==> config.mk <==
export PLATFORM = sky130hd
export DESIGN_NAME = hidden_layer_seq
export DESIGN_NICKNAME = d
export VERILOG_FILES = /design/src/rtl/hidden_pkg.sv /design/src/rtl/hidden_mac.sv /design/src/rtl/hidden_layer_seq.sv
export SDC_FILE = /design/constraint.sdc
export NUM_CORES = 1
export LEC_CHECK = 0
export ABC_AREA = 1
export BUFFER_PORTS_ARGS = -buffer_cell sky130_fd_sc_hd__buf_2
export CORE_MARGIN = 2
export CORE_UTILIZATION = 50
export DETAILED_ROUTE_END_ITERATION = 6
export PLACE_DENSITY = 0.74
export SYNTH_ARGS = -nofsm -noshare
export SYNTH_HDL_FRONTEND = slang
export SYNTH_HIERARCHICAL = 1
export SYNTH_SLANG_ARGS = --single-unit
==> constraint.sdc <==
create_clock -name clk_i -period 14.88 [get_ports clk_i]
set_input_delay 2.232 -clock clk_i [delete_from_list [all_inputs] [get_ports clk_i]]
set_output_delay 2.232 -clock clk_i [all_outputs]
set_load 0.02 [all_outputs]
==> src/rtl/hidden_pkg.sv <==
// Shared constants, FSM state type and saturation helper for the 8-neuron hidden layer.
package hidden_pkg;

    localparam int N_NEURON  = 8;
    localparam int N_IN      = 4;
    localparam int IN_W      = 8;
    localparam int W_W       = 8;
    localparam int ACC_W     = 18;
    localparam int X_W       = 10;
    localparam int FRAC_BITS = 7;
    localparam int X_MAX     = 1023;
    localparam int BIAS_BASE = 32;

    localparam int N_W       = N_NEURON * N_IN;
    localparam int CNT_W     = $clog2(N_W);
    localparam int ADDR_W    = 6;
    localparam int PROD_W    = IN_W + W_W;
    localparam int SCALED_W  = ACC_W - FRAC_BITS;
    localparam int BIASED_W  = SCALED_W + 1;

    typedef enum logic [1:0] {
        IDLE,
        MAC,
        DONE
    } state_e;

    function automatic logic [X_W-1:0] sat_x(input logic [BIASED_W-1:0] v);
        return (v > BIASED_W'(X_MAX)) ? X_W'(X_MAX) : v[X_W-1:0];
    endfunction

endpackage

==> src/rtl/hidden_mac.sv <==
// Single 8x8 multiply-accumulate lane with combinational scale / bias / saturate path.
module hidden_mac
    import hidden_pkg::*;
(
    input  logic            clk_i,
    input  logic            rst_i,
    input  logic            en_i,
    input  logic            clr_i,
    input  logic [IN_W-1:0] in_i,
    input  logic [W_W-1:0]  w_i,
    input  logic [W_W-1:0]  bias_i,
    output logic [X_W-1:0]  x_o
);

    logic [ACC_W-1:0]    acc_q;
    logic [ACC_W-1:0]    acc_d;
    logic [PROD_W-1:0]   prod;
    logic [SCALED_W-1:0] scaled;
    logic [BIASED_W-1:0] biased;

    // acc_d already includes this cycle's product, so the neuron's last edge
    // can write the finished activation without waiting for acc_q.
    always_comb begin
        prod   = PROD_W'(in_i) * PROD_W'(w_i);
        acc_d  = (clr_i ? '0 : acc_q) + ACC_W'(prod);
        scaled = acc_d[ACC_W-1:FRAC_BITS];
        biased = BIASED_W'(scaled) + BIASED_W'(bias_i);
        x_o    = sat_x(biased);
    end

    // NOTE: sequential state uses non-blocking assignments so every register
    // samples pre-edge values regardless of process ordering.
    always_ff @(posedge clk_i or posedge rst_i) begin
        if (rst_i) begin
            acc_q <= '0;
        end else if (en_i) begin
            acc_q <= acc_d;
        end
    end

endmodule

==> src/rtl/hidden_layer_seq.sv <==
// Sequential hidden layer: 8 neurons x 4 inputs over 32 MAC cycles on one multiplier.
// Optional bias storage is built only when HIDDEN_BIAS_EN is defined.
module hidden_layer_seq
    import hidden_pkg::*;
(
    input  logic              clk_i,
    input  logic              rst_i,
    input  logic              start_i,
    input  logic [IN_W-1:0]   in0_i,
    input  logic [IN_W-1:0]   in1_i,
    input  logic [IN_W-1:0]   in2_i,
    input  logic [IN_W-1:0]   in3_i,
    input  logic              wr_en_i,
    input  logic [ADDR_W-1:0] wr_addr_i,
    input  logic [W_W-1:0]    wr_data_i,
    output logic              busy_o,
    output logic              valid_o,
    output logic [X_W-1:0]    x0_o,
    output logic [X_W-1:0]    x1_o,
    output logic [X_W-1:0]    x2_o,
    output logic [X_W-1:0]    x3_o,
    output logic [X_W-1:0]    x4_o,
    output logic [X_W-1:0]    x5_o,
    output logic [X_W-1:0]    x6_o,
    output logic [X_W-1:0]    x7_o
);

    state_e           state_q;
    state_e           state_d;
    logic [CNT_W-1:0] cnt_q;
    logic [IN_W-1:0]  in_q [N_IN];
    logic [W_W-1:0]   w_q  [N_W];
    logic [X_W-1:0]   x_q  [N_NEURON];
    logic             busy_q;
    logic             valid_q;

    logic             start_acc;
    logic             mac_en;
    logic             wr_ok;
    logic             wr_is_w;
    logic             last_mac;
    logic             neuron_end;
    logic [2:0]       nrn;
    logic [1:0]       jdx;
    logic [W_W-1:0]   bias_sel;
    logic [X_W-1:0]   mac_x;

    assign nrn = cnt_q[CNT_W-1:2];
    assign jdx = cnt_q[1:0];

    // NOTE: every always_comb output gets a default first so no path can
    // leave it unassigned and infer a latch.
    always_comb begin
        state_d   = state_q;
        start_acc = 1'b0;
        mac_en    = 1'b0;
        wr_ok     = 1'b0;
        case (state_q)
            IDLE: begin
                wr_ok = wr_en_i;
                if (start_i) begin
                    start_acc = 1'b1;
                    state_d   = MAC;
                end
            end
            MAC: begin
                mac_en = 1'b1;
                if (cnt_q == CNT_W'(N_W - 1)) begin
                    state_d = DONE;
                end
            end
            DONE:    state_d = IDLE;
            default: state_d = IDLE;
        endcase
    end

    assign last_mac   = mac_en && (cnt_q == CNT_W'(N_W - 1));
    assign neuron_end = mac_en && (jdx == 2'(N_IN - 1));
    assign wr_is_w    = wr_ok && (wr_addr_i < ADDR_W'(BIAS_BASE));

    always_ff @(posedge clk_i or posedge rst_i) begin
        if (rst_i) begin
            state_q <= IDLE;
            cnt_q   <= '0;
            busy_q  <= 1'b0;
            valid_q <= 1'b0;
        end else begin
            state_q <= state_d;
            valid_q <= last_mac;
            if (start_acc) begin
                cnt_q  <= '0;
                busy_q <= 1'b1;
            end else if (mac_en) begin
                cnt_q <= cnt_q + CNT_W'(1);
                if (last_mac) begin
                    busy_q <= 1'b0;
                end
            end
        end
    end

    always_ff @(posedge clk_i or posedge rst_i) begin
        if (rst_i) begin
            for (int j = 0; j < N_IN; j++) begin
                in_q[j] <= '0;
            end
        end else if (start_acc) begin
            in_q[0] <= in0_i;
            in_q[1] <= in1_i;
            in_q[2] <= in2_i;
            in_q[3] <= in3_i;
        end
    end

    // NOTE: the parameter memory is reset as a whole because a cleared layer
    // must evaluate to zero; this keeps it in flops rather than a RAM macro.
    always_ff @(posedge clk_i or posedge rst_i) begin
        if (rst_i) begin
            for (int i = 0; i < N_W; i++) begin
                w_q[i] <= '0;
            end
        end else if (wr_is_w) begin
            w_q[wr_addr_i[CNT_W-1:0]] <= wr_data_i;
        end
    end

`ifdef HIDDEN_BIAS_EN
    logic           wr_is_b;
    logic [W_W-1:0] b_q [N_NEURON];

    assign wr_is_b = wr_ok && (wr_addr_i >= ADDR_W'(BIAS_BASE))
                           && (wr_addr_i <  ADDR_W'(BIAS_BASE + N_NEURON));

    always_ff @(posedge clk_i or posedge rst_i) begin
        if (rst_i) begin
            for (int n = 0; n < N_NEURON; n++) begin
                b_q[n] <= '0;
            end
        end else if (wr_is_b) begin
            b_q[wr_addr_i[2:0]] <= wr_data_i;
        end
    end

    assign bias_sel = b_q[nrn];
`else
    assign bias_sel = '0;
`endif

    hidden_mac u_mac (
        .clk_i  (clk_i),
        .rst_i  (rst_i),
        .en_i   (mac_en),
        .clr_i  (jdx == 2'd0),
        .in_i   (in_q[jdx]),
        .w_i    (w_q[cnt_q]),
        .bias_i (bias_sel),
        .x_o    (mac_x)
    );

    always_ff @(posedge clk_i or posedge rst_i) begin
        if (rst_i) begin
            for (int n = 0; n < N_NEURON; n++) begin
                x_q[n] <= '0;
            end
        end else if (neuron_end) begin
            x_q[nrn] <= mac_x;
        end
    end

    assign busy_o  = busy_q;
    assign valid_o = valid_q;
    assign x0_o    = x_q[0];
    assign x1_o    = x_q[1];
    assign x2_o    = x_q[2];
    assign x3_o    = x_q[3];
    assign x4_o    = x_q[4];
    assign x5_o    = x_q[5];
    assign x6_o    = x_q[6];
    assign x7_o    = x_q[7];

endmodule

==> parameters.txt <==
Parameter                              Value

GRT
  Wire length of the first global-routing pass    91.9 mm
  Vias in the first global route    17953
  Residual overflow from global routing    0
  Antenna violations before repair    0
  Overall Global Routing Usage    0.257
  Largest net degree at the start of global routing    183

CTS
  Clock sink count    395
  Clock Path Buffers    3
  Clock transition time at the flip-flop clock pins of the worst setup and hold paths    0.06 ns
  CTS HTree Levels    2
  Cts bufs inserted    43
  Root cell of the clock tree    sky130_fd_sc_hd__clkbuf_16
  Worst skew pair latency    0.57 ns
  Post-CTS Hold Fix Bufs    0
  Count of buffers added by post-CTS timing repair for setup    0
  TritonCTS clock tree    built
  Post-cts repair resize count    0

Setup path
  Worst-path maximum fanout    88
  Most prevalent standard cell on the critical path    sky130_fd_sc_hd__nand2_1
  Endpoint kind of the worst setup timing path    flop
  Worst Setup SP    cnt_q[0]
  Delay of the slowest cell on the worst path    0.80 ns
  Arrival time of the worst setup path    8.53 ns
  Worst Path Class, Setup    reg -> reg
  CP Data Required Time    15.29 ns
  Category of the worst setup path launch point    flop
  Critical-path top delay cell    sky130_fd_sc_hd__inv_4
  Origin of the critical flop-to-flop path    cnt_q[0]

Timing
  Clock Skews    0.0172 ns
  Highest clock rate    0.123 GHz
  Setup TNS    0 ns
  Count of final setup violators    0
  Tightest Pin Transition    1.23 ns
  Share of the cycle needed by the critical path after routing    0.546
  Final hold vios    0
  Slew margin rel.    0.180
  Number of max-slew violations in the final report    0
  Setup repair after global routing missed its margin    false
  Shortest period the worst path allows    8.12 ns

Routing
  Remaining DRCs    0
  Detailed-router iteration count before antenna repair    6
  Routed WL per cell    15.9 um
  Via density per instance    5.16
  Vias    18145
  Residual antenna-violating net count after detailed routing    0
  DRT Wirelength    56.0 mm
  Drt first-iter violations    1580

Floorplan
  Floorplan Core Area    42900 um2
  Starting Density    0.503
  Total Die Area    44800 um2
  # rows    76
  Overall die height    212 um
  Horiz. Die Dim    212 um
  Boundary pin count    132

Layout
  Layout filler cell count    3993
  Net count reported at finish    3053
  Fraction of layout instances using a drive strength above 1    0.0836
  Synthesis-to-layout area growth    10.1%
  Antenna fix cells    0

Logic synthesis
  Total of warnings raised by yosys    6
  Seq cells post-synth    395
  Post-synth cell types    40
  Area of the mapped netlist    21600 um2
  Sequential-to-total area share from yosys stat    0.458
  Post-synthesis area per instance    7.56 um2
  Async set-reset flop share out of synthesis    1.00
  Post-synthesis cell count    2853
  Flip-flop cell with the highest count after synthesis    sky130_fd_sc_hd__dfrtp_1
  Number of enable flip-flop cells after synthesis    0

Placed design
  Estimated wirelength of the detail-placed design    36.9 mm
  Number of buffers inserted by port buffering    131
  Routability cong.    0.895

Min path
  Hold path startpoint    in_q[14]
  Type of the tightest min-delay check    reg -> reg

Outcome
  Status    finished clean

Flow run
  Maximum Capacitance Violations    0
[kinds of logic after synthesis]
group                    synth area share
other                            0.000174
flip-flops                          0.458
AO/OA/AOI/OAI                      0.0953
XOR/XNOR                          0.00609
buffers and inverters               0.113
AND/OR/NAND/NOR                     0.250
adder cells (fa/ha/maj)            0.0775
[synth_stat cells, types with 2 or more instances]
master	number	area [um2]
sky130_fd_sc_hd__nand2_1	1074	4030
sky130_fd_sc_hd__inv_1	448	1680
sky130_fd_sc_hd__dfrtp_1	395	9880
sky130_fd_sc_hd__o21ai_0	361	1810
sky130_fd_sc_hd__nand3_1	142	711
sky130_fd_sc_hd__clkbuf_1	103	387
sky130_fd_sc_hd__nor2_1	65	244
sky130_fd_sc_hd__ha_1	52	651
sky130_fd_sc_hd__fa_1	51	1020
sky130_fd_sc_hd__a21oi_1	26	130
sky130_fd_sc_hd__buf_6	21	236
sky130_fd_sc_hd__buf_1	12	45.0
sky130_fd_sc_hd__nand4_1	11	68.8
sky130_fd_sc_hd__buf_2	10	50.1
sky130_fd_sc_hd__nand2_2	9	56.3
sky130_fd_sc_hd__nor3_1	9	45.0
sky130_fd_sc_hd__o22ai_1	9	56.3
sky130_fd_sc_hd__xor2_1	9	78.8
sky130_fd_sc_hd__nor2_2	6	37.5
sky130_fd_sc_hd__nor3_2	6	60.1
sky130_fd_sc_hd__xnor2_1	6	52.6
sky130_fd_sc_hd__inv_2	4	15.0
sky130_fd_sc_hd__nor3_4	4	65.1
sky130_fd_sc_hd__a31oi_1	2	12.5
sky130_fd_sc_hd__and2_1	2	12.5
sky130_fd_sc_hd__or2_0	2	12.5
[cell type report]
cell class,count,area [um2],share of cell area
well taps,585,732,0.0308
repair buffers,141,743,0.0313
flip-flops and latches,395,9890,0.416
multi-input cells,1866,9310,0.391
clock inverters,7,78.8,0.00332
clock buffers,68,1310,0.0552
inverters,453,1710,0.0720
[stage by stage]
stage	setup WS (ns)	cells	instance area [um2]	util	hold slack [ns]
finish	6.76	3515	23800	0.554	0.480
floorplan	2.18	2862	21600	-	0.442
CTS	6.79	3515	23800	0.554	0.484
global placement	7.12	3440	22400	0.522	0.459
detailed placement	6.88	3440	22400	0.522	0.468
global route	6.16	3515	23800	0.554	0.497
[cells in the final DEF (no fill, tap or decap), drive strengths merged]
cell | netlist | final
nand2 | 1084 | 1084
inv | 452 | 454
dfrtp | 395 | 395
o21ai | 362 | 362
nand3 | 144 | 144
buf | 44 | 141
nor2 | 71 | 71
clkbuf | 104 | 68
ha | 52 | 52
fa | 51 | 51
a21oi | 27 | 27
nor3 | 19 | 19
nand4 | 12 | 12
conb | 1 | 10
o22ai | 9 | 9
xor2 | 9 | 9
xnor2 | 6 | 6
clkinv | 1 | 5
or2 | 2 | 2
a31oi | 2 | 2
and2 | 2 | 2
o21bai | 2 | 2
bufinv | 0 | 1
nand3b | 1 | 1
o21a | 1 | 1
[state kept, by name, indices dropped and copies added (netlist names)]
register and count:
cnt_q 5, valid_o 1, busy_o 1, in_q 32, x6_o 10, x5_o 10
x7_o 10, x0_o 10, state_q 2, w_q 256, u_mac/acc_q 18, x4_o 10
x3_o 10, x1_o 10, x2_o 10
[final timing paths]
path / endpoint / slack [ns] / depth (start not counted)
setup / recovery: x4_o[7] / 6.76 / 31
hold / removal: in_q[14] / 0.48 / 2
setup reg to reg: x4_o[7] / 6.76 / 31
hold reg to reg: in_q[14] / 0.48 / 2
max in group asynchronous: w_q[134] / 11.43 / 3
min in group asynchronous: u_mac/acc_q[6] / 1.86 / 2
[worst max-delay path: cells and delay by family (launching register included)]
kind,cells,cell delay (ns)
buffers and inverters,7,1.93
xor gates and xnor gates,1,0.20
DFF,1,0.78
AOI/OAI and AO/OA,2,0.40
adders and majority gates,6,2.77
and+or+nand+nor,15,1.80
[layer usage]
layer,share of wire,GRT usage,vias up
met5,0,0,-
met4,0.033,0.0937,0
met3,0.062,0.0461,115
met2,0.47,0.426,547
met1,0.43,0.340,8711
li1,-,-,8772
Power is not shown: default switching activity piles up to over one toggle a cycle in this logic, so the estimate is an artifact.
